**config.mk**
```make
export PLATFORM = sky130hd
export DESIGN_NAME = grid_row_tx
export DESIGN_NICKNAME = d
export VERILOG_FILES = /design/src/rtl/grid_pkg.sv /design/src/rtl/grid_row_tx.sv
export SDC_FILE = /design/constraint.sdc
export NUM_CORES = 1
export LEC_CHECK = 0
export ABC_AREA = 0
export BUFFER_PORTS_ARGS = -buffer_cell sky130_fd_sc_hd__clkbuf_2
export CAP_MARGIN = 20
export CORE_MARGIN = 5
export CORE_UTILIZATION = 55
export CTS_CLUSTER_SIZE = 28
export DETAILED_ROUTE_END_ITERATION = 8
export MAX_ROUTING_LAYER = met4
export PLACE_DENSITY = 0.8
export SLEW_MARGIN = 40
export SYNTH_ARGS = -nofsm -noshare
export SYNTH_HDL_FRONTEND = slang
export SYNTH_SLANG_ARGS = --single-unit
```
**constraint.sdc**
```tcl
create_clock -name clk -period 2 [get_ports clk]
set_input_delay 0.1 -clock clk [delete_from_list [all_inputs] [get_ports clk]]
set_output_delay 0.1 -clock clk [all_outputs]
set_load 0.01 [all_outputs]
```
**src/rtl/grid_pkg.sv**
```systemverilog
// Shared types and row selection for the life-grid transmit path.
// Row 0 is the most-significant COLS bits of the grid word.
package grid_pkg;

  localparam int GRID_ROWS = 8;
  localparam int GRID_COLS = 8;

  typedef logic [GRID_COLS-1:0]           row_t;
  typedef logic [GRID_ROWS*GRID_COLS-1:0] grid_t;
  typedef logic [$clog2(GRID_ROWS)-1:0]   row_idx_t;

  typedef enum logic {
    IDLE = 1'b0,
    SEND = 1'b1
  } tx_state_e;

  function automatic row_t get_row(input grid_t g, input row_idx_t r);
    return row_t'(g >> ((GRID_ROWS - 1 - int'(r)) * GRID_COLS));
  endfunction

endpackage

```
**src/rtl/grid_row_tx.sv**
```systemverilog
// Snapshots each new generation and streams it one row per beat with sof/eof.
// Define GRID_SKIP_STABLE_EN to suppress frames for captures equal to the previous one.
module grid_row_tx
  import grid_pkg::*;
#(
  parameter int ROWS  = GRID_ROWS,
  parameter int COLS  = GRID_COLS,
  parameter int GEN_W = 16
) (
  input  logic                    clk,
  input  logic                    reset,
  input  logic                    clear,
  input  logic [ROWS*COLS-1:0]    grid_in,
  input  logic                    grid_valid,
  output logic                    grid_ready,
  output logic [COLS-1:0]         tx_data,
  output logic [$clog2(ROWS)-1:0] tx_row,
  output logic                    tx_sof,
  output logic                    tx_eof,
  output logic                    tx_valid,
  input  logic                    tx_ready,
  output logic [GEN_W-1:0]        gen_count,
  output logic                    stable,
  output logic                    busy
);

  tx_state_e        state_q, state_d;
  grid_t            snap_q;
  row_idx_t         row_q;
  logic [GEN_W-1:0] gen_q;
  logic             prev_valid_q;
  logic             stable_q;

  logic capture, same, send_frame, beat_done, last_row;

  // The snapshot register doubles as the previous snapshot for the next compare.
  assign capture   = grid_valid && (state_q == IDLE) && !clear;
  assign same      = prev_valid_q && (grid_in == snap_q);
  assign last_row  = (row_q == row_idx_t'(GRID_ROWS - 1));
  assign beat_done = (state_q == SEND) && tx_ready;

`ifdef GRID_SKIP_STABLE_EN
  assign send_frame = capture && !same;
`else
  assign send_frame = capture;
`endif

  // NOTE: every always_comb output gets a default first, so no path leaves a latch.
  always_comb begin
    state_d = state_q;
    if (clear) begin
      state_d = IDLE;
    end else begin
      unique case (state_q)
        IDLE: if (send_frame)            state_d = SEND;
        SEND: if (tx_ready && last_row)  state_d = IDLE;
        default:                         state_d = IDLE;
      endcase
    end
  end

  // NOTE: sequential state uses non-blocking assignments only, so all flops update together.
  always_ff @(posedge clk or negedge reset) begin
    if (!reset) state_q <= IDLE;
    else        state_q <= state_d;
  end

  // NOTE: the snapshot is a plain register bank, not a memory, so it is safe to reset.
  always_ff @(posedge clk or negedge reset) begin
    if (!reset) begin
      snap_q       <= '0;
      row_q        <= '0;
      gen_q        <= '0;
      prev_valid_q <= 1'b0;
      stable_q     <= 1'b0;
    end else if (clear) begin
      snap_q       <= '0;
      row_q        <= '0;
      gen_q        <= '0;
      prev_valid_q <= 1'b0;
      stable_q     <= 1'b0;
    end else begin
      if (capture) begin
        snap_q       <= grid_in;
        row_q        <= '0;
        gen_q        <= gen_q + GEN_W'(1);
        stable_q     <= same;
        prev_valid_q <= 1'b1;
      end
      // Row index wraps back to 0 after the last beat, ready for the next frame.
      if (beat_done) row_q <= row_q + row_idx_t'(1);
    end
  end

  assign grid_ready = (state_q == IDLE);
  assign tx_valid   = (state_q == SEND);
  assign busy       = tx_valid;
  assign tx_data    = get_row(snap_q, row_q);
  assign tx_row     = row_q;
  assign tx_sof     = tx_valid && (row_q == '0);
  assign tx_eof     = tx_valid && last_row;
  assign gen_count  = gen_q;
  assign stable     = stable_q;

endmodule

```
==> out/results.txt, run 1 <==
Pwr Density -> 664.9 nW/µm²
crit path max-delay cell type -> mux4_2
Crit path max-delay family -> multiplexers
Synth async-reset ratio -> 1.000
Sw Pwr -> 0.001179 W
Critical Path Sink -> tx_data[6]
CTS tree -> built
worst hold path class -> in -> reg
die height -> 104.2 µm
Vias -> 4549
clock share of power -> 0.370
vias in the first global route -> 4605
CP Launch Type -> flop
Yosys reg bits -> 86
CTS sink cnt -> 86
I/O Buffers -> 101
dpl cells -> 715
Post-DP HPWL -> 10050 µm
CTS Root Cell -> clkbuf_8
crit path kind -> reg -> out
period utilisation layout -> 0.9931
first-pass GRT wire length -> 23670 µm
max-slew violation count -> 0
final cell count without fillers -> 784
worst reg2reg endpoint -> stable$_DFFE_PN0P_
prevailing post-synth register cell -> dfrtp_1
switching share of power -> 0.2811
sequential share of power -> 0.455
crit-path cells -> buf_12 -> mux4_2 -> mux2_2 -> clkbuf_2
max cap viols -> 0
most frequent cells in the layout -> nand2_1 (137), clkbuf_2 (100), dfrtp_1 (85), a21oi_1 (71), dlygate4sd3_1 (52)
GRT Util Overall -> 0.2792
Top-Level Pins -> 102
CP Launch Point -> tx_row[0]$_DFFE_PN0P_
antenna violations before repair -> 0
Die Area -> 10850 µm²
sequential area share after synthesis -> 0.4413
data arrival time of the worst path -> 1.89 ns
diode count -> 0
routed vias/inst -> 5.802
syn avg cell area -> 9.220 µm²
Final TNS setup -> 0 ns
Clk Latency, worst-skew pair -> 0.36 ns
Largest stage delay, worst path -> 0.53 ns
fmax -> 0.5035 GHz
Starting Density -> 0.5620
most common cell after layout, fill and taps aside -> nand2_1
setup repair after global routing missed its margin -> yes
CP required -> 1.90 ns
Stages on worst setup path -> 4
clk_skew -> 0.01523 ns
peak supply drop -> 0.4011 mV
CP endpoint kind -> output port
final hold vios -> 0
Synth Warn # -> 0
Fillers -> 629
Antenna Nets Post-Route -> 0
R2R Setup Slk -> 0.38 ns
total congestion overflow -> 0
total CTS buffers -> 9
Post-synth EDFFs -> 0
first-iteration detailed-routing DRC count -> 327
Comb pwr share -> 0.175
Clock Pin Slew Worst Setup and Hold Paths -> 0.10 ns
Int Pwr -> 0.003016 W
reg-to-reg startpoint -> snap_q[41]$_DFFE_PN0P_
largest net degree at the start of global routing -> 88
share of layout cells above drive strength 1 -> 0.2352
Post-Syn Instances -> 529
Routed WL -> 14490 µm
RD Place Congestion -> 0.9960
Slew headroom -> 0.5954
minimum clock period -> 1.986 ns
Cell Area, Synth -> 4877 µm²
TritonRoute pass-1 iters -> 5
Critical path buffers and inverters -> 2
reg2reg path depth -> 5
worst-path maximum fanout -> 16
Die Wd -> 104.2 µm
Area Growth Syn to Fin -> 29.37%
Remaining DRCs -> 0
Distinct cells, synth -> 45
Slew @ Worst Pin -> 0.6068 ns
Std-Cell Rows -> 34
Syn Nets -> 602
LEAKAGE -> 2.793 nW
DR WL/cell -> 18.48 µm
Placeable Area -> 8678 µm²
Final Setup Violations -> 0
outcome -> complete, no violations
nets -> 744
H-tree Lvls -> 3
CTS Buffer Depth -> 2
## layout make-up
class                      count  area (µm²)  area share
sequential                    86        2153      0.3413
inverter                      20       75.07     0.01190
clock buffer                   9       123.9     0.01963
clock inverter                 7       126.4     0.02003
multi-input combinational    391        2517      0.3990
tap                          108       135.1     0.02142
timing repair buffer         163        1179      0.1868
## cells in the mapped netlist, drive strengths merged, types with 8 or more instances
cell type,count,area share
nand4,14,0.021
inv,20,0.015
buf,13,0.016
clkbuf,19,0.015
nand2,137,0.11
nor2,20,0.015
a21oi,71,0.073
nand2b,8,0.010
mux4,16,0.074
mux2,9,0.022
dfrtp,86,0.44
xnor2,45,0.081
xor2,11,0.020
## through the flow
stage	area [µm²]	worst slack [ns]	power (W)	hold WS, ns	utilization
after floorplan	4877	0.3154	0.002287	-0.1956	-
after global placement	5523	0.3301	0.002567	0.1387	0.6364
after detailed placement	5523	0.2905	0.002581	0.1516	0.6364
after CTS	6306	0.003198	0.004196	0.002416	0.7266
after global routing	6310	-0.04727	0.004354	0.01693	0.7271
final	6310	0.01381	0.004196	0.005730	0.7271
## what timing repair did
item	4_1_cts	5_1_grt
setup endpoints to repair	8	8
hold buffers	52	0
resized for setup	2	1
hold endpoints to repair	91	0
buffers inserted	1	0
pin swaps	0	0
## how the worst min path moves through the flow
stage | startpoint | endpoint | slack [ns] | depth (start not counted)
2_1_floorplan | reset | busy$_DFF_PN0_ | -0.20 | 0
5_1_grt | grid_in[2] | snap_q[2]$_DFFE_PN0P_ | 0.02 | 3
4_1_cts | grid_in[55] | snap_q[55]$_DFFE_PN0P_ | 0.002 | 3
3_3_place_gp | reset | snap_q[23]$_DFFE_PN0P_ | 0.14 | 1
3_5_place_dp | reset | snap_q[23]$_DFFE_PN0P_ | 0.15 | 1
6_report | grid_in[58] | snap_q[58]$_DFFE_PN0P_ | 0.006 | 3
## sequential cells by signal, summed over array words and instances (netlist names)
| register | cells |
|---|---|
| tx_row | 3 |
| busy | 1 |
| gen_count | 16 |
| prev_valid_q | 1 |
| stable | 1 |
| snap_q | 64 |
## worst register-to-register path, stage by stage (launching register included)
cell and delay [ns]:
dfrtp_1 0.44, nor2b_1 0.15, a2111o_1 0.37, nor4_1 0.32
nand4_1 0.13, o21ai_1 0.15
## power groups by stage
stage	registers (W)	logic (W)	clock network, W
floorplan	0.00191	0.000379	0
global placement	0.00194	0.000628	0
detailed placement	0.00194	0.000639	0
CTS	0.00191	0.000729	0.00156
global route	0.00192	0.000800	0.00164
finish	0.00191	0.000733	0.00155
## cell families after synthesis
kind of cell	count (synthesis)	share of synthesized area
simple gates	212	0.1973
compound gates	93	0.1070
flops	86	0.4413
xor+xnor	56	0.1006
buf+inv	52	0.04618
mux	26	0.09749
fa+ha+maj	4	0.01026
## per-layer routing
layer / share of wire / vias up / GRT usage
li1: - / 2079 / -
met1: 0.39 / 2194 / 0.3460
met2: 0.49 / 225 / 0.4458
met3: 0.073 / 51 / 0.04718
met4: 0.046 / 0 / 0.1351
met5: 0 / - / -
(Power assumes the default switching activity.)
==> run 2, diff against run 1 <==
clock period = 2.1 ns   (was 2 ns; I/O delays follow)
==> run 2 against run 1 <==
Cell area is 1.2% lower. Clock skew fell by 0.0077 ns. Critical path depth unchanged. Hold slack better by 0.0085 ns. Core utilization fell by 0.91 points. Routed wire length grew 0.85%. Global-route usage increased by 0.090 points. Sequential share of layout area rose by 0.45 points. Count of clock-buffer cells in the layout unchanged. Critical endpoint is now tx_data[4]. Largest cell class unchanged. Clock power fell by 23%.
==> out/results.txt, run 2 (synthesized netlist as in run 1, its figures left out) <==
outcome -> complete, no violations (unchanged)
Area Growth Syn to Fin -> 27.76% (was 29.37%)
most common cell after layout, fill and taps aside -> nand2_1 (unchanged)
CTS tree -> built (unchanged)
worst hold path class -> in -> reg (unchanged)
CP required -> 2.00 ns (was 1.90 ns)
Remaining DRCs -> 0 (unchanged)
dpl cells -> 715 (unchanged)
Fillers -> 655 (was 629)
max reg flops -> 64 (unchanged)
Crit path max-delay family -> multiplexers (unchanged)
CTS Root Cell -> clkbuf_8 (unchanged)
clk_skew -> 0.007578 ns (was 0.01523 ns)
minimum clock period -> 2.044 ns
worst-path maximum fanout -> 8 (was 16)
nets -> 743 (was 744)
period utilisation layout -> 0.9735
crit-path cells -> buf_12 -> mux4_2 -> mux2_2 -> clkbuf_2 (unchanged)
Placeable Area -> 8678 µm² (unchanged)
LEAKAGE -> 2.759 nW (was 2.793 nW)
Biggest register -> snap_q (unchanged)
Post-DP HPWL -> 10040 µm (was 10050 µm)
register area -> 2155 µm² (was 2153 µm²)
Final Setup Violations -> 0 (unchanged)
Slew headroom -> 0.5803 (was 0.5954)
Clock Pin Slew Worst Setup and Hold Paths -> 0.09 ns (was 0.10 ns)
Std-Cell Rows -> 34 (unchanged)
Vias -> 4612 (was 4549)
most frequent cells in the layout -> nand2_1 (137), clkbuf_2 (100), dfrtp_1 (84), a21oi_1 (71), dlygate4sd3_1 (50) (was nand2_1 (137), clkbuf_2 (100), dfrtp_1 (85), a21oi_1 (71), dlygate4sd3_1 (52))
diode count -> 0 (unchanged)
max-slew violation count -> 0 (unchanged)
CTS Buffer Depth -> 2 (unchanged)
Largest stage delay, worst path -> 0.55 ns (was 0.53 ns)
crit path kind -> reg -> out (unchanged)
final hold vios -> 0 (unchanged)
Routed WL -> 14610 µm (was 14490 µm)
DR WL/cell -> 18.66 µm (was 18.48 µm)
Final TNS setup -> 0 ns (unchanged)
TritonRoute pass-1 iters -> 5 (unchanged)
Clk Latency, worst-skew pair -> 0.36 ns (about the same)
R2R Setup Slk -> 0.41 ns (was 0.38 ns)
I/O Buffers -> 101 (unchanged)
Critical path buffers and inverters -> 2 (unchanged)
Die Area -> 10850 µm² (unchanged)
largest net degree at the start of global routing -> 69 (was 88)
setup repair after global routing missed its margin -> no (was yes)
GRT Util Overall -> 0.2801 (was 0.2792)
first-iteration detailed-routing DRC count -> 437 (was 327)
CP Launch Type -> flop (unchanged)
Starting Density -> 0.5620 (unchanged)
antenna violations before repair -> 0 (unchanged)
Die Wd -> 104.2 µm (unchanged)
total congestion overflow -> 0 (unchanged)
H-tree Lvls -> 3 (unchanged)
die height -> 104.2 µm (unchanged)
crit path max-delay cell type -> mux4_2 (unchanged)
data arrival time of the worst path -> 1.94 ns (was 1.89 ns)
RD Place Congestion -> 0.9814 (was 0.9960)
Top-Level Pins -> 102 (unchanged)
Power Total -> 0.003718 W (was 0.004196 W)
peak supply drop -> 0.3131 mV (was 0.4011 mV)
Antenna Nets Post-Route -> 0 (unchanged)
Slew @ Worst Pin -> 0.6296 ns (was 0.6068 ns)
CTS sink cnt -> 86 (unchanged)
max cap viols -> 0 (unchanged)
routed vias/inst -> 5.890 (was 5.802)
total CTS buffers -> 9 (unchanged)
first-pass GRT wire length -> 23960 µm (was 23670 µm)
share of layout cells above drive strength 1 -> 0.2385 (was 0.2352)
fmax -> 0.4891 GHz
CP endpoint kind -> output port (unchanged)
Core Util, Final -> 0.7180 (was 0.7271)
Pwr Density -> 596.7 nW/µm² (was 664.9 nW/µm²)
footprint of the multi-input gates -> 2510 µm² (was 2517 µm²)
vias in the first global route -> 4734 (was 4605)
final cell count without fillers -> 783 (was 784)
run 2: cell count changes in the layout (fill, tap and decap cells not counted), moves of 2 or more:
cell,previous run,this run
mux2_2,6,8
clkinv_2,0,2
dlygate4sd3_1,52,50
clkinv_4,0,2
buf_4,5,7
bufinv_16,3,1
mux2_4,3,1
buf_12,6,4
run 2: report_power, final:
group | switching [W] | leakage (nW) | internal (W)
sequential | 0.0000945 | 1.16 | 0.00173
clock | 0.000646 | 0.0996 | 0.000554
combinational | 0.000360 | 1.50 | 0.000334
total | 0.00110 | 2.76 | 0.00262
run 2: final timing paths:
path	from	end	depth (start not counted)
max	tx_row[0]$_DFFE_PN0P_	tx_data[4]	4
min	grid_in[45]	snap_q[45]$_DFFE_PN0P_	3
max reg2reg	gen_count[4]$_DFFE_PN0P_	gen_count[15]$_DFFE_PN0P_	5
min reg2reg	prev_valid_q$_DFFE_PN0P_	prev_valid_q$_DFFE_PN0P_	2
max in group asynchronous	reset	snap_q[16]$_DFFE_PN0P_	3
min in group asynchronous	reset	snap_q[13]$_DFFE_PN0P_	2
run 2: per-layer routing:
metal  vias up  track usage  part of all wire
met5         -            -                 0
met2       244       0.4454              0.49
li1       2073            -                 -
met4         0       0.1323             0.046
met1      2244       0.3514              0.39
met3        51      0.04531             0.073
run 2: metrics by stage:
step           cell area [µm²]  worst slack, ns  hold WS [ns]
2_1_floorplan             4877           0.4104       -0.1906
3_3_place_gp              5498           0.3103        0.1398
3_5_place_dp              5498           0.2495        0.1459
4_1_cts                   6198          0.05461    0.00006581
5_1_grt                   6231          0.02159      0.006355
6_report                  6231          0.05563       0.01419
run 2: tightest hold or removal path, stage by stage:
cell	delay, ns
clkbuf_2	0.11
nand2_1	0.06
a21oi_1	0.05
run 2: cell type report:
class / count / area share
Multi-Input combinational cell: 391 / 0.4028
Sequential cell: 86 / 0.3458
Timing Repair Buffer: 162 / 0.1859
Tap cell: 108 / 0.02169
Clock buffer: 9 / 0.01988
Inverter: 20 / 0.01205
Clock inverter: 7 / 0.01185
run 2: what timing repair did:
item,in CTS,in global routing
gates cloned,0,1
buffers inserted,0,1
hold buffers,50,0
gates resized for setup,2,0
endpoints found under the hold margin,90,0
endpoints found under the setup margin,8,6
